==> config.mk <==
export PLATFORM = sky130hd
export DESIGN_NAME = register_file_operand_fetcher_flat
export DESIGN_NICKNAME = d
export VERILOG_FILES = /design/src/rtl/register_file_pkg.sv /design/src/rtl/register_file_operand_fetcher_if.sv /design/src/rtl/register_file_operand_fetcher.sv /design/src/flat_wrapper.sv
export SDC_FILE = /design/constraint.sdc
export NUM_CORES = 1
export LEC_CHECK = 0
export BUFFER_PORTS_ARGS = -buffer_cell sky130_fd_sc_hd__buf_2
export CAP_MARGIN = 20
export CORE_ASPECT_RATIO = 1.4
export CORE_MARGIN = 2
export CORE_UTILIZATION = 35
export CTS_CLUSTER_SIZE = 30
export DETAILED_ROUTE_END_ITERATION = 16
export SLEW_MARGIN = 20
export SYNTH_ARGS = -nofsm -noshare
export SYNTH_HDL_FRONTEND = slang
export SYNTH_SLANG_ARGS = --single-unit
==> constraint.sdc <==
create_clock -name clock_in -period 3.3 [get_ports clock_in]
set_input_delay 0.165 -clock clock_in [delete_from_list [all_inputs] [get_ports clock_in]]
set_output_delay 0.165 -clock clock_in [all_outputs]
set_load 0.02 [all_outputs]
==> src/rtl/register_file_pkg.sv <==
// Shared constants and state encoding for the register-file operand fetcher.
package register_file_pkg;

  localparam int unsigned REGISTER_DATA_WIDTH         = 8;
  localparam int unsigned DEFAULT_NUMBER_OF_REGISTERS = 256;

  typedef enum logic [1:0] {
    IDLE,
    FETCH,
    DRAIN
  } fetch_state_t;

endpackage

==> src/rtl/register_file_operand_fetcher_if.sv <==
// Command, register-file read and operand-stream signals of the fetcher.
// master: the fetcher itself; slave: the surrounding command source, register file and datapath.
interface register_file_operand_fetcher_if
  import register_file_pkg::*;
#(
  parameter int unsigned NUMBER_OF_REGISTERS = DEFAULT_NUMBER_OF_REGISTERS,
  parameter int unsigned DATA_WIDTH          = REGISTER_DATA_WIDTH
);

  localparam int unsigned ADDR_W = $clog2(NUMBER_OF_REGISTERS);

  // Command channel
  logic              cmd_valid_in;
  logic              cmd_ready_out;
  logic [ADDR_W-1:0] cmd_base_a_in;
  logic [ADDR_W-1:0] cmd_base_b_in;
  logic [ADDR_W:0]   cmd_length_in;
  logic              abort_in;

  // Register-file read ports (combinational read)
  logic [ADDR_W-1:0]     read_register_address1_out;
  logic [ADDR_W-1:0]     read_register_address2_out;
  logic [DATA_WIDTH-1:0] read_data1_in;
  logic [DATA_WIDTH-1:0] read_data2_in;

  // Operand stream to the datapath
  logic                  operand_valid_out;
  logic                  operand_ready_in;
  logic [DATA_WIDTH-1:0] operand_a_out;
  logic [DATA_WIDTH-1:0] operand_b_out;
  logic                  operand_last_out;

  // Status
  logic busy_out;
  logic done_out;

  modport master (
    input  cmd_valid_in, cmd_base_a_in, cmd_base_b_in, cmd_length_in, abort_in,
    input  read_data1_in, read_data2_in, operand_ready_in,
    output cmd_ready_out, read_register_address1_out, read_register_address2_out,
    output operand_valid_out, operand_a_out, operand_b_out, operand_last_out,
    output busy_out, done_out
  );

  modport slave (
    output cmd_valid_in, cmd_base_a_in, cmd_base_b_in, cmd_length_in, abort_in,
    output read_data1_in, read_data2_in, operand_ready_in,
    input  cmd_ready_out, read_register_address1_out, read_register_address2_out,
    input  operand_valid_out, operand_a_out, operand_b_out, operand_last_out,
    input  busy_out, done_out
  );

endinterface

==> src/rtl/register_file_operand_fetcher.sv <==
// Read-side initiator for the register file: walks two address streams for a
// command and emits registered operand pairs over valid/ready, one per cycle.
module register_file_operand_fetcher
  import register_file_pkg::*;
#(
  parameter int unsigned NUMBER_OF_REGISTERS = DEFAULT_NUMBER_OF_REGISTERS,
  parameter int unsigned DATA_WIDTH          = REGISTER_DATA_WIDTH
) (
  input logic                            clock_in,
  input logic                            reset_n_in,
  register_file_operand_fetcher_if.master fetch_if
);

  localparam int unsigned ADDR_W = $clog2(NUMBER_OF_REGISTERS);
  localparam logic [ADDR_W:0] LEN_ONE = {{ADDR_W{1'b0}}, 1'b1};

  fetch_state_t          r_state;
  logic [ADDR_W-1:0]     r_base_a;
  logic [ADDR_W-1:0]     r_base_b;
  logic [ADDR_W:0]       r_length;
  logic [ADDR_W:0]       r_index;
  logic [ADDR_W-1:0]     r_addr1;
  logic [ADDR_W-1:0]     r_addr2;
  logic                  r_valid;
  logic [DATA_WIDTH-1:0] r_operand_a;
  logic [DATA_WIDTH-1:0] r_operand_b;
  logic                  r_last;
  logic                  r_done;

  logic                  w_issue;
  logic                  w_is_last;
  logic [ADDR_W:0]       w_next_index;

  // Issue whenever the output slice is empty or being drained this cycle.
  assign w_issue      = (r_state == FETCH) && (!r_valid || fetch_if.operand_ready_in);
  assign w_is_last    = (r_index == (r_length - LEN_ONE));
  assign w_next_index = r_index + LEN_ONE;

  // Sequencing FSM with the inline output register slice.
  always_ff @(posedge clock_in or negedge reset_n_in) begin
    if (!reset_n_in) begin
      r_state     <= IDLE;
      r_base_a    <= '0;
      r_base_b    <= '0;
      r_length    <= '0;
      r_index     <= '0;
      r_addr1     <= '0;
      r_addr2     <= '0;
      r_valid     <= 1'b0;
      r_operand_a <= '0;
      r_operand_b <= '0;
      r_last      <= 1'b0;
      r_done      <= 1'b0;
    end else begin
      r_done <= 1'b0;
      if (fetch_if.abort_in) begin
        // Flush wins over everything, including a command offered this cycle.
        r_state <= IDLE;
        r_valid <= 1'b0;
        r_last  <= 1'b0;
        r_index <= '0;
        r_addr1 <= '0;
        r_addr2 <= '0;
      end else begin
        unique case (r_state)
          IDLE: begin
            if (fetch_if.cmd_valid_in) begin
              r_base_a <= fetch_if.cmd_base_a_in;
              r_base_b <= fetch_if.cmd_base_b_in;
              r_length <= fetch_if.cmd_length_in;
              r_index  <= '0;
              if (fetch_if.cmd_length_in == '0) begin
                r_done <= 1'b1;
              end else begin
                r_state <= FETCH;
                r_addr1 <= fetch_if.cmd_base_a_in;
                r_addr2 <= fetch_if.cmd_base_b_in;
              end
            end
          end
          FETCH: begin
            // Without an issue the slice is stalled (valid && !ready): hold everything.
            if (w_issue) begin
              r_operand_a <= fetch_if.read_data1_in;
              r_operand_b <= fetch_if.read_data2_in;
              r_valid     <= 1'b1;
              r_last      <= w_is_last;
              r_index     <= w_next_index;
              if (w_is_last) begin
                r_state <= DRAIN;
                r_addr1 <= '0;
                r_addr2 <= '0;
              end else begin
                // Natural ADDR_W overflow gives the modulo wrap.
                r_addr1 <= r_base_a + w_next_index[ADDR_W-1:0];
                r_addr2 <= r_base_b + w_next_index[ADDR_W-1:0];
              end
            end
          end
          DRAIN: begin
            if (r_valid && fetch_if.operand_ready_in) begin
              r_valid <= 1'b0;
              r_last  <= 1'b0;
              r_state <= IDLE;
              r_done  <= 1'b1;
            end
          end
          default: r_state <= IDLE;
        endcase
      end
    end
  end

  assign fetch_if.cmd_ready_out              = (r_state == IDLE);
  assign fetch_if.busy_out                   = (r_state != IDLE);
  assign fetch_if.read_register_address1_out = r_addr1;
  assign fetch_if.read_register_address2_out = r_addr2;
  assign fetch_if.operand_valid_out          = r_valid;
  assign fetch_if.operand_a_out              = r_operand_a;
  assign fetch_if.operand_b_out              = r_operand_b;
  assign fetch_if.operand_last_out           = r_last;
  assign fetch_if.done_out                   = r_done;

endmodule

==> src/flat_wrapper.sv <==
// flat-port wrapper written by rule: the top's interface ports become plain ports
module register_file_operand_fetcher_flat import register_file_pkg::*;
#(
  parameter int unsigned NUMBER_OF_REGISTERS = DEFAULT_NUMBER_OF_REGISTERS,
  parameter int unsigned DATA_WIDTH          = REGISTER_DATA_WIDTH
)
  (clock_in, reset_n_in, fetch_if_cmd_valid_in, fetch_if_cmd_base_a_in, fetch_if_cmd_base_b_in, fetch_if_cmd_length_in, fetch_if_abort_in, fetch_if_read_data1_in, fetch_if_read_data2_in, fetch_if_operand_ready_in, fetch_if_cmd_ready_out, fetch_if_read_register_address1_out, fetch_if_read_register_address2_out, fetch_if_operand_valid_out, fetch_if_operand_a_out, fetch_if_operand_b_out, fetch_if_operand_last_out, fetch_if_busy_out, fetch_if_done_out);
  register_file_operand_fetcher_if #(.NUMBER_OF_REGISTERS(NUMBER_OF_REGISTERS), .DATA_WIDTH(DATA_WIDTH)) fetch_if_i ();
  input logic clock_in;
  input logic reset_n_in;
  input wire logic [$bits(fetch_if_i.cmd_valid_in)-1:0] fetch_if_cmd_valid_in;
  input wire logic [$bits(fetch_if_i.cmd_base_a_in)-1:0] fetch_if_cmd_base_a_in;
  input wire logic [$bits(fetch_if_i.cmd_base_b_in)-1:0] fetch_if_cmd_base_b_in;
  input wire logic [$bits(fetch_if_i.cmd_length_in)-1:0] fetch_if_cmd_length_in;
  input wire logic [$bits(fetch_if_i.abort_in)-1:0] fetch_if_abort_in;
  input wire logic [$bits(fetch_if_i.read_data1_in)-1:0] fetch_if_read_data1_in;
  input wire logic [$bits(fetch_if_i.read_data2_in)-1:0] fetch_if_read_data2_in;
  input wire logic [$bits(fetch_if_i.operand_ready_in)-1:0] fetch_if_operand_ready_in;
  output wire logic [$bits(fetch_if_i.cmd_ready_out)-1:0] fetch_if_cmd_ready_out;
  output wire logic [$bits(fetch_if_i.read_register_address1_out)-1:0] fetch_if_read_register_address1_out;
  output wire logic [$bits(fetch_if_i.read_register_address2_out)-1:0] fetch_if_read_register_address2_out;
  output wire logic [$bits(fetch_if_i.operand_valid_out)-1:0] fetch_if_operand_valid_out;
  output wire logic [$bits(fetch_if_i.operand_a_out)-1:0] fetch_if_operand_a_out;
  output wire logic [$bits(fetch_if_i.operand_b_out)-1:0] fetch_if_operand_b_out;
  output wire logic [$bits(fetch_if_i.operand_last_out)-1:0] fetch_if_operand_last_out;
  output wire logic [$bits(fetch_if_i.busy_out)-1:0] fetch_if_busy_out;
  output wire logic [$bits(fetch_if_i.done_out)-1:0] fetch_if_done_out;
  assign fetch_if_i.cmd_valid_in = fetch_if_cmd_valid_in;
  assign fetch_if_i.cmd_base_a_in = fetch_if_cmd_base_a_in;
  assign fetch_if_i.cmd_base_b_in = fetch_if_cmd_base_b_in;
  assign fetch_if_i.cmd_length_in = fetch_if_cmd_length_in;
  assign fetch_if_i.abort_in = fetch_if_abort_in;
  assign fetch_if_i.read_data1_in = fetch_if_read_data1_in;
  assign fetch_if_i.read_data2_in = fetch_if_read_data2_in;
  assign fetch_if_i.operand_ready_in = fetch_if_operand_ready_in;
  assign fetch_if_cmd_ready_out = fetch_if_i.cmd_ready_out;
  assign fetch_if_read_register_address1_out = fetch_if_i.read_register_address1_out;
  assign fetch_if_read_register_address2_out = fetch_if_i.read_register_address2_out;
  assign fetch_if_operand_valid_out = fetch_if_i.operand_valid_out;
  assign fetch_if_operand_a_out = fetch_if_i.operand_a_out;
  assign fetch_if_operand_b_out = fetch_if_i.operand_b_out;
  assign fetch_if_operand_last_out = fetch_if_i.operand_last_out;
  assign fetch_if_busy_out = fetch_if_i.busy_out;
  assign fetch_if_done_out = fetch_if_i.done_out;
  register_file_operand_fetcher #(.NUMBER_OF_REGISTERS(NUMBER_OF_REGISTERS), .DATA_WIDTH(DATA_WIDTH)) u_core (.clock_in(clock_in), .reset_n_in(reset_n_in), .fetch_if(fetch_if_i));
endmodule
# == Word level (Yosys, flattened, before mapping) ==
# Cells that the tools add are included.
# totals
mem_bits_rw,0
out_inout_bits,37
inputBits,46
latchBits,0
ff_bits,71
wordCells,75
n_memories,0
mem_bits_ro,0
# classes
mux,35
addsub,4
n_bitwise,1
n_shift,0
reduce_logical,15
multipliers,0
order_cmp,0
div_mod_pow,0
n_eq_ne,8
# ops
cell,n
8-bit two-way mux,10
8-bit one-hot mux with 2 select lines,2
9-bit two-way mux,3
9-bit one-hot mux with 2 select lines,1
8-bit adder,2
2-bit two-way mux,6
3-bit AND reduction,4
"9-bit by 1-bit adder with 9-bit output, second input constant",1
9-bit equality test,1
9-bit zero test,1
1-bit two-way mux,9
"3-bit by 2-bit != test with 1-bit output, second input constant",3
"9-bit by 1-bit subtractor with 9-bit output, second input constant",1
"3-bit != test, second input constant",2
1-bit one-hot mux with 2 select lines,3
2-bit one-hot mux with 3 select lines,1
3-bit nonzero test,2
5-bit AND reduction,1
4-bit AND reduction,1
"2-bit by 1-bit equality test with 1-bit output, second input constant",1
"2-bit equality test, second input constant",1
1-bit logical AND,2
2-bit zero test,1
2-bit nonzero test,1
3 further kinds,3

# == Logic depth before layout (Yosys ltp) ==
# Gate-level depths: netlist of run 1.
# depth
ltp_word,6
mapped_depth,10
depth_no_buf,10

# == Least setup slack after synthesis of run 1 ==
# Ideal clock, no wire load.
# synth_timing
kind,register -> register
start,reg u_core.r_index[0]
end,"reg u_core.r_addr2[7], in the netlist u_core.fetch_if.read_register_address2_out[7]"
path_buffers,0
required_time_ns,3.154
slack_ns,0.951
arrival_time_ns,2.203
period_less_slack_ns,2.349
stages_incl_launch_ff,10
setup_time_ns,0.146
path_cell_list,dfrtp_1 -> ha_1 -> and3_1 -> and3_1 -> xor2_1 -> ha_1 -> or3_1 -> o21ai_0 -> xnor2_1 -> o221ai_1
# synth_via
elab_chain_len,6
elab_cells_between_ends,7
cone_classes,add/sub: 2; eq/ne: 1; mux: 4
# synth_rtl
item,line,source
from (decl),register_file_operand_fetcher.sv:21,logic [ADDR_W:0] r_index;
from (signal assigned),register_file_operand_fetcher.sv:88,r_index <= w_next_index;
9-bit by 1-bit adder with 9-bit output,register_file_operand_fetcher.sv:37,assign w_next_index = r_index + LEN_ONE;
8-bit adder,register_file_operand_fetcher.sv:96,r_addr2 <= r_base_b + w_next_index[ADDR_W-1:0];
8-bit two-way mux *,register_file_operand_fetcher.sv:89,if (w_is_last) begin
8-bit two-way mux *,register_file_operand_fetcher.sv:83,if (w_issue) begin
8-bit one-hot mux with 2 select lines *,register_file_operand_fetcher.sv:65,unique case (r_state)
8-bit two-way mux *,register_file_operand_fetcher.sv:56,if (fetch_if.abort_in) begin
to (signal assigned),register_file_operand_fetcher.sv:77,r_addr2 <= fetch_if.cmd_base_b_in;
to (signal assigned),register_file_operand_fetcher.sv:96,
to (decl),register_file_operand_fetcher.sv:23,logic [ADDR_W-1:0] r_addr2;
# Every way passes the cells marked *; elsewhere a longest branch is shown, timed or not. The select of a mux whose other input is x is not followed.
# A chain may end at the register's enable or synchronous reset.

# == Worst setup path after layout of run 1 ==
# Ends and elaborated chain as after synthesis.

==> results of run 1 <==
## worst paths after layout
check | cells after the start | slack, ns | to | from
worst max-delay path | 9 | 0.72 | u_core.fetch_if.read_register_address2_out[7]$_DFFE_PN0P_ | u_core.r_index[0]$_DFFE_PN0P_
worst min-delay path | 3 | 0.02 | u_core.fetch_if.operand_b_out[1]$_DFFE_PN0P_ | fetch_if_read_data2_in[1]
worst max register to register | 9 | 0.72 | u_core.fetch_if.read_register_address2_out[7]$_DFFE_PN0P_ | u_core.r_index[0]$_DFFE_PN0P_
worst min register to register | 2 | 0.47 | u_core.fetch_if.operand_b_out[5]$_DFFE_PN0P_ | u_core.fetch_if.operand_b_out[5]$_DFFE_PN0P_
max in group asynchronous | 3 | 2.58 | u_core.r_index[8]$_DFFE_PN0P_ | reset_n_in
min in group asynchronous | 3 | 0.39 | u_core.fetch_if.read_register_address1_out[0]$_DFFE_PN0P_ | reset_n_in
## synthesized netlist by cell type, types with 2 or more instances
library cell / count
sky130_fd_sc_hd__clkbuf_1: 15
sky130_fd_sc_hd__nand2b_1: 5
sky130_fd_sc_hd__o21a_1: 5
sky130_fd_sc_hd__nor3_1: 7
sky130_fd_sc_hd__nor2_1: 18
sky130_fd_sc_hd__a21o_1: 3
sky130_fd_sc_hd__fa_1: 2
sky130_fd_sc_hd__o221ai_1: 5
sky130_fd_sc_hd__inv_1: 17
sky130_fd_sc_hd__or3_1: 4
sky130_fd_sc_hd__o21ai_0: 23
sky130_fd_sc_hd__ha_1: 16
sky130_fd_sc_hd__a21boi_0: 2
sky130_fd_sc_hd__o31ai_1: 3
sky130_fd_sc_hd__a21oi_1: 8
sky130_fd_sc_hd__buf_1: 2
sky130_fd_sc_hd__nor4_1: 3
sky130_fd_sc_hd__a22o_1: 2
sky130_fd_sc_hd__and2_1: 2
sky130_fd_sc_hd__xnor2_1: 14
sky130_fd_sc_hd__o221ai_2: 10
sky130_fd_sc_hd__nor2b_1: 3
sky130_fd_sc_hd__nand2_1: 99
sky130_fd_sc_hd__xor2_1: 14
sky130_fd_sc_hd__nor3b_1: 2
sky130_fd_sc_hd__nand3b_1: 2
sky130_fd_sc_hd__and3_1: 3
sky130_fd_sc_hd__dfrtp_1: 71
sky130_fd_sc_hd__nand3_1: 5
sky130_fd_sc_hd__mux2_2: 21
## worst max-delay path, delay by kind of cell (launching register included)
kind | cells | cell delay (ns)
compound gates | 2 | 0.33
simple gates | 3 | 0.81
xor+xnor | 2 | 0.32
flops | 1 | 0.46
fa+ha+maj | 2 | 0.51
## layout by cell type (no fill, tap or decap), types with 2 or more instances in the layout
master	n
sky130_fd_sc_hd__a21boi_0	2
sky130_fd_sc_hd__a21o_1	3
sky130_fd_sc_hd__a21oi_1	8
sky130_fd_sc_hd__a22o_1	2
sky130_fd_sc_hd__and2_1	2
sky130_fd_sc_hd__and3_1	3
sky130_fd_sc_hd__buf_2	82
sky130_fd_sc_hd__buf_4	4
sky130_fd_sc_hd__clkbuf_16	9
sky130_fd_sc_hd__clkbuf_8	2
sky130_fd_sc_hd__clkinv_2	2
sky130_fd_sc_hd__clkinvlp_4	3
sky130_fd_sc_hd__dfrtp_1	71
sky130_fd_sc_hd__fa_1	2
sky130_fd_sc_hd__ha_1	16
sky130_fd_sc_hd__inv_1	17
sky130_fd_sc_hd__mux2_2	21
sky130_fd_sc_hd__nand2_1	99
sky130_fd_sc_hd__nand2b_1	5
sky130_fd_sc_hd__nand3_1	5
sky130_fd_sc_hd__nand3b_1	2
sky130_fd_sc_hd__nor2_1	17
sky130_fd_sc_hd__nor2b_1	3
sky130_fd_sc_hd__nor3_1	6
sky130_fd_sc_hd__nor3b_1	2
sky130_fd_sc_hd__nor4_1	3
sky130_fd_sc_hd__o21a_1	5
sky130_fd_sc_hd__o21ai_0	23
sky130_fd_sc_hd__o221ai_1	5
sky130_fd_sc_hd__o221ai_2	10
sky130_fd_sc_hd__o31ai_1	3
sky130_fd_sc_hd__or3_1	4
sky130_fd_sc_hd__xnor2_1	14
sky130_fd_sc_hd__xor2_1	14
## logic make-up (layout without fill, tap and decap cells)
group,count (synthesis),in the layout
AND/OR/NAND/NOR,157,157
XOR/XNOR,28,28
adder cells (fa/ha/maj),18,18
buffers and inverters,36,121
multiplexers,21,21
flip-flops,71,71
AO/OA/AOI/OAI,73,73
## metal layers
layer / part of all wire [%] / global-route usage (%) / routed length, um
met5: 0 / 0 / 0
met4: 2.4 / 8.39 / 228
met3: 4.6 / 3.14 / 427
met2: 50 / 27.7 / 4690
met1: 43 / 20.6 / 4010
## power groups by stage
stage / Combinational, W / Sequential [W] / Clock, W
finish: 0.000649 / 0.00111 / 0.000911
detailed placement: 0.000659 / 0.00112 / 0
floorplan: 0.000369 / 0.00118 / 0
global placement: 0.000645 / 0.00111 / 0
CTS: 0.000661 / 0.00111 / 0.000944
global route: 0.000726 / 0.00113 / 0.000978
## per-stage QoR
step | total power, W | hold slack (ns)
after global routing | 0.00283 | 0.0230
after detailed placement | 0.00178 | 0.226
after floorplan | 0.00155 | -0.131
final | 0.00267 | 0.0243
after CTS | 0.00271 | 0.00627
after global placement | 0.00176 | 0.221
## layout make-up
type / count / area (um2) / area share, %
Clock buffer: 11 / 253 / 5.29
Clock inverter: 5 / 32.5 / 0.681
Inverter: 17 / 63.8 / 1.34
Multi-Input combinational cell: 297 / 2000 / 41.9
Sequential cell: 71 / 1780 / 37.2
Tap cell: 141 / 176 / 3.69
Timing Repair Buffer: 88 / 470 / 9.85
## sequential cells by signal, summed over array words and instances, names as in the netlist
register                                    cells
u_core.fetch_if.read_register_address1_out      8
u_core.fetch_if.operand_last_out                1
u_core.r_index                                  9
u_core.r_length                                 9
u_core.fetch_if.operand_a_out                   8
u_core.fetch_if.operand_b_out                   8
u_core.r_state                                  2
u_core.r_base_b                                 8
u_core.fetch_if.done_out                        1
u_core.fetch_if.operand_valid_out               1
u_core.r_base_a                                 8
u_core.fetch_if.read_register_address2_out      8
==> summary.txt, run 1 <==
Critical path
  • Critical Path Source Type: flip-flop
  • CP Capture Type: flip-flop
  • CP arrival: 2.76 ns
  • Worst endpoint required time: 3.49 ns
  • Critical path cell sequence: ha_1 > and3_1 > and3_1 > xor2_1 > ha_1 > or3_1 > o21ai_0 > xnor2_1 > o221ai_1
  • Slowest cell on the critical path: sky130_fd_sc_hd__dfrtp_1
  • Maximum net fanout on the critical path: 7
  • Critical path class: flip-flop to flip-flop
  • Critical Path Max Stage Delay: 0.46 ns

Cells and area
  • Final cell utilization of the core: 43.9%
  • Finished layout cell area: 0.00478 mm2
  • Signed area change from the synthesized netlist to the final layout: 22.0%
  • Share of cells above drive strength 1: 28.8%
  • Final-layout fill cell count: 1088
  • Final standard cell count with taps included and fillers excluded: 630
  • Ant. Diodes: 0
  • Final nets: 548

Global routing
  • Residual overflow from global routing: 0
  • Number of global-route vias before repair: 3295
  • Global-route wire length before repair: 15.7 mm
  • Global router's overall resource usage: 16.7%
  • Number of antenna violations at the first check in global routing: 0
  • Pin count of the biggest net entering global routing: 72

Synthesis
  • Leading post-synthesis cells by cell area: sky130_fd_sc_hd__dfrtp_1, sky130_fd_sc_hd__nand2_1, sky130_fd_sc_hd__mux2_2
  • Most used DFF post-synth: sky130_fd_sc_hd__dfrtp_1
  • Portion of synthesized cell area occupied by the leading cell type: 45.4%
  • Synthesis warning total: 0
  • Adder-cell share of the synthesized area: 6.14%
  • Number of storage elements in the synthesis netlist: 71
  • Compound-cell area share of the yosys netlist: 14.8%
  • Synthesized area per cell: 9.69 um2
  • EDFF count, synth: 0
  • Synthesized instance count: 404
  • Parity-gate share of the synthesized area counting xor and xnor cells: 6.27%
  • Sequential share of the synthesized area: 45.4%
  • Net count after synthesis: 468
  • Simple-gate share of the synthesized area: 17.6%
  • Count of cell types in the netlist: 48
  • Dominant cell type by area after synthesis: sky130_fd_sc_hd__dfrtp_1
  • Cell Area, Synth: 0.00391 mm2
  • Share of cell area taken by muxes after synthesis: 6.04%
  • Largest family of logic cells by synthesized area: simple AND/OR/NAND/NOR gates
  • FFs w/ async S/R, synth: 100%

Run
  • Max-capacitance violation count: 0

CTS
  • Inserted Clock Buffers: 9
  • Sink Count: 71
  • CTS tree: done
  • Number of resized instances in the post-cts repair step: 0
  • Number of hold buffers added after CTS: 1
  • Number of buffers on the longest clock path: 2
  • Root Driver: sky130_fd_sc_hd__clkbuf_16
  • Count of buffers added by post-CTS timing repair for setup: 0
  • H-tree lvl count: 3
  • Clock network latency to the later pin of the worst-skew pair: 0.33 ns
  • Clock slew at reported path FFs: 0.06 ns

Routing
  • Antenna viol nets, final: 0
  • Drc violations: 0
  • Total via count after detailed routing: 3231
  • Final WL: 9.35 mm
  • Number of search-and-repair iterations in the first detailed-routing pass: 4
  • Detailed router's first-iteration violation count: 135
  • Average wire per standard cell: 14.8 um
  • Vias per Instance: 5.13

STA
  • Unrepaired setup endpoints after global routing: no
  • Final Max Slew Viols: 0
  • Final-report hold violation count: 0
  • Worst relative slew slack: 41.7%
  • Worst-case setup margin in the final layout: 0.723 ns
  • Post-route minimum period: 2.58 ns
  • Fraction of the cycle the final worst path needs: 78.1%
  • Max frequency: 0.388 GHz
  • Post-route setup TNS: 0 ns
  • Setup violations, final: 0
  • Worst clock skew on the final layout: 0.00587 ns
  • Pin slew with the least headroom to its limit: 0.874 ns

Placed design
  • Placed Instance Area: 0.00448 mm2
  • Setup WS pre-CTS: 0.713 ns
  • Total placed cells including tap cells: 613
  • Routability congestion estimate from global placement: 0.784
  • Port Buffers: 82
  • Detailed placement HPWL: 6.76 mm

Die
  • Die span in x: 93.4 um
  • Area enclosed by the die boundary: 0.0121 mm2
  • Starting utilization of the core area: 36.0%
  • Rows: 45
  • Top-Level Pins: 83
  • Area inside the core boundary: 0.0109 mm2
  • Die Y-Extent: 129 um

Pwr
  • Comb power frac: 24.4%
  • Largest voltage drop on the vdd net: 0.000245 V
  • Net switching component of the power: 0.000839 W
  • Sequential fraction of design power: 41.5%
  • Power per unit of standard cell area: 558 mW/mm2
  • Internal: 0.00183 W
  • Clock share of power: 34.2%
  • Switching portion of total power: 31.5%
  • Leakage: 2.29 nW

Hold path
  • HP Class: input pin to flip-flop

Run status
  • Run status: finished clean
(Power assumes the default switching activity.)
==> run 2: changes to the inputs <==
--- a/config.mk
+++ b/config.mk
@@ -5,6 +5,7 @@
 export SDC_FILE = /design/constraint.sdc
 export NUM_CORES = 1
 export LEC_CHECK = 0
+export ABC_AREA = 1
 export BUFFER_PORTS_ARGS = -buffer_cell sky130_fd_sc_hd__buf_2
 export CAP_MARGIN = 20
 export CORE_ASPECT_RATIO = 1.4
==> constraint.sdc (replaced) <==
create_clock -name clock_in -period 2.3 [get_ports clock_in]
set_input_delay 0.115 -clock clock_in [delete_from_list [all_inputs] [get_ports clock_in]]
set_output_delay 0.115 -clock clock_in [all_outputs]
set_load 0.02 [all_outputs]
==> run 2 against run 1 <==
Total power grew to 2.6 times the previous value. Synthesized cell count grew 31%. Highest routed layer unchanged. Largest power group is now combinational cells. Largest cell class unchanged. Critical path type unchanged. Clock-buffer cell count shrank 1. Sequential power grew 94%. Clock skew grew 0.0014 ns.
==> summary.txt, run 2 <==
CTS
  • Number of buffers on the longest clock path: 2
  • Clock slew at reported path FFs: 0.06 ns
  • CTS tree: done
  • Sink Count: 71
  • Clock network latency to the later pin of the worst-skew pair: 0.34 ns
  • Root Driver: sky130_fd_sc_hd__clkbuf_16
  • H-tree lvl count: 3
  • Inserted Clock Buffers: 9

Critical path
  • CP arrival: 2.39 ns
  • Maximum net fanout on the critical path: 4
  • Family with the most delay on the worst path: flip-flops
  • Count of buffering cells on the critical path with inverters included: 3
  • Worst endpoint required time: 2.52 ns
  • Critical path class: flip-flop to flip-flop
  • Critical path cell sequence: nand2_2 > nor2_2 > xor2_2 > inv_2 > ha_1 > inv_1 > o21bai_1 > o21bai_1 > xor2_1 > inv_1 > nand3_1 > a21oi_1
  • Slowest cell on the critical path: sky130_fd_sc_hd__dfrtp_1
  • Critical Path Source Type: flip-flop
  • CP Capture Type: flip-flop
  • Critical Path Max Stage Delay: 0.42 ns

Placed design
  • Setup WS pre-CTS: 0.0110 ns
  • Placed Instance Area: 0.00482 mm2
  • Port Buffers: 82
  • Routability congestion estimate from global placement: 0.958
  • Detailed placement HPWL: 8.32 mm

Die
  • Area enclosed by the die boundary: 0.0128 mm2
  • Area inside the core boundary: 0.0117 mm2
  • Die Y-Extent: 133 um
  • Rows: 47
  • Top-Level Pins: 83
  • Starting utilization of the core area: 35.5%
  • Die span in x: 96.0 um

Global routing
  • Residual overflow from global routing: 0
  • Most utilized layer in the global route result: met2
  • GR met2 Demand/Resource: 32.3%
  • Global router's overall resource usage: 18.5%
  • Pin count of the biggest net entering global routing: 44
  • Met1 GRT Util: 22.4%
  • Global-route wire length before repair: 18.5 mm
  • Number of antenna violations at the first check in global routing: 0
  • Global-route met3 utilization: 3.30%
  • Number of global-route vias before repair: 3874

Cells and area
  • Most common library cell in the layout ignoring fill and taps: sky130_fd_sc_hd__nand2_1
  • Share of cells above drive strength 1: 27.3%
  • Final-layout fill cell count: 1135
  • Area occupied by multi-input gates: 0.00218 mm2
  • Final nets: 714
  • Signed area change from the synthesized netlist to the final layout: 32.6%
  • Biggest registers after layout: u_core.r_index (9), u_core.r_length (9)
  • Final cell utilization of the core: 47.1%
  • Finished layout cell area: 0.00551 mm2
  • Most frequent cells in the layout: sky130_fd_sc_hd__nand2_1, sky130_fd_sc_hd__buf_2, sky130_fd_sc_hd__dfrtp_1, sky130_fd_sc_hd__inv_1, sky130_fd_sc_hd__nand3_1
  • Flip-flop and latch area: 0.00178 mm2
  • Ant. Diodes: 0

Routing
  • Detailed router's first-iteration violation count: 138
  • Antenna viol nets, final: 0
  • Drc violations: 0
  • Total via count after detailed routing: 3892
  • Vias per Instance: 4.85
  • Final WL: 11.3 mm
  • Average wire per standard cell: 14.1 um
  • Number of search-and-repair iterations in the first detailed-routing pass: 4

Synthesis
  • Leading post-synthesis cells by cell area: sky130_fd_sc_hd__dfrtp_1, sky130_fd_sc_hd__nand2_1, sky130_fd_sc_hd__nand3_1
  • EDFF count, synth: 0
  • Net count after synthesis: 592
  • FFs w/ async S/R, synth: 100%
  • Synthesized area per cell: 7.86 um2
  • Number of storage elements in the synthesis netlist: 71
  • Most used DFF post-synth: sky130_fd_sc_hd__dfrtp_1
  • Cell Area, Synth: 0.00415 mm2
  • Portion of synthesized cell area occupied by the leading cell type: 42.8%
  • Synthesis warning total: 0
  • List of most frequent post-synthesis cells: sky130_fd_sc_hd__nand2_1, sky130_fd_sc_hd__dfrtp_1, sky130_fd_sc_hd__inv_1
  • Sequential share of the synthesized area: 42.8%
  • Library cell with the highest instance count after synthesis: sky130_fd_sc_hd__nand2_1
  • Dominant cell type by area after synthesis: sky130_fd_sc_hd__dfrtp_1
  • Count of cell types in the netlist: 32
  • Synthesized instance count: 528

STA
  • Max frequency: 0.460 GHz
  • Fraction of the cycle the final worst path needs: 94.5%
  • Worst clock skew on the final layout: 0.00731 ns
  • Post-route minimum period: 2.17 ns
  • Worst relative slew slack: 54.7%
  • Pin slew with the least headroom to its limit: 0.679 ns
  • Setup violations, final: 0
  • Final-report hold violation count: 0
  • Worst-case setup margin in the final layout: 0.126 ns
  • Unrepaired setup endpoints after global routing: yes
  • Final Max Slew Viols: 0

Pwr
  • Leakage: 2.90 nW
  • Power per unit of standard cell area: 1260 mW/mm2
  • PnR Total Power: 0.00693 W
  • Largest voltage drop on the vdd net: 0.000594 V

Run
  • Max-capacitance violation count: 0

Hold path
  • HP Class: input pin to flip-flop

Run status
  • Run status: finished clean
==> run 2: cell families after synthesis <==
logic type | after synthesis | synth area share, %
simple gates | 261 | 27.3
buf+inv | 79 | 8.14
flops | 71 | 42.8
compound gates | 70 | 8.98
fa+ha+maj | 18 | 5.79
xor+xnor | 15 | 3.16
mux | 14 | 3.80
==> run 2: layer usage <==
layer	vias to the layer above	wire, um
met5	-	0
met4	0	309
met3	19	340
met2	80	5900
met1	1855	4750
li1	1938	-
==> run 2: report_power, final <==
| part | total, W | switching (W) | internal (W) |
|---|---|---|---|
| Clock | 0.00154 | 0.000553 | 0.000986 |
| Sequential | 0.00215 | 0.000383 | 0.00176 |
| Combinational | 0.00325 | 0.00196 | 0.00129 |
==> run 2: cell type report <==
cell class	count	share of cell area [%]
multi-input combinational	378	39.6
sequential	71	32.3
timing repair buffer	124	14.2
inverter	66	4.59
clock buffer	10	4.34
tap	147	3.34
clock inverter	6	1.66
==> run 2: per-stage QoR <==
stage	setup TNS, ns	hold slack, ns	instances
after floorplan	0	-0.181	528
after global placement	0	0.185	764
after detailed placement	0	0.198	764
after CTS	0	0.0190	797
after global routing	-0.307	0.0289	802
final	0	0.0297	802
==> run 2: worst reg2reg max path: stages, from the launching register on <==
cell and delay, ns:
sky130_fd_sc_hd__dfrtp_1 0.42, sky130_fd_sc_hd__nand2_2 0.10, sky130_fd_sc_hd__nor2_2 0.16, sky130_fd_sc_hd__xor2_2 0.20, sky130_fd_sc_hd__inv_2 0.09, sky130_fd_sc_hd__ha_1 0.30
sky130_fd_sc_hd__inv_1 0.09, sky130_fd_sc_hd__o21bai_1 0.17, sky130_fd_sc_hd__o21bai_1 0.16, sky130_fd_sc_hd__xor2_1 0.17, sky130_fd_sc_hd__inv_1 0.05, sky130_fd_sc_hd__nand3_1 0.09
sky130_fd_sc_hd__a21oi_1 0.07
==> run 2: final timing paths <==
check	startpoint	to	slack [ns]	depth (start not counted)
worst max-delay path	u_core.r_index[2]$_DFFE_PN0P_	u_core.fetch_if.read_register_address1_out[4]$_DFFE_PN0P_	0.13	12
worst min-delay path	fetch_if_cmd_base_b_in[4]	u_core.r_base_b[4]$_DFFE_PN0P_	0.03	2
worst max register to register	u_core.r_index[2]$_DFFE_PN0P_	u_core.fetch_if.read_register_address1_out[4]$_DFFE_PN0P_	0.13	12
worst min register to register	u_core.fetch_if.operand_a_out[5]$_DFFE_PN0P_	u_core.fetch_if.operand_a_out[5]$_DFFE_PN0P_	0.48	2
max in group asynchronous	reset_n_in	u_core.r_base_b[1]$_DFFE_PN0P_	1.27	3
min in group asynchronous	reset_n_in	u_core.fetch_if.operand_a_out[0]$_DFFE_PN0P_	0.35	2
==> run 2: what timing repair did <==
item                                   4_1_cts  5_1_grt
hold buffers                                17        0
resized for setup                            0       29
endpoints found under the hold margin       44        0
setup buffers                                0        5
setup endpoints to repair                    0       10
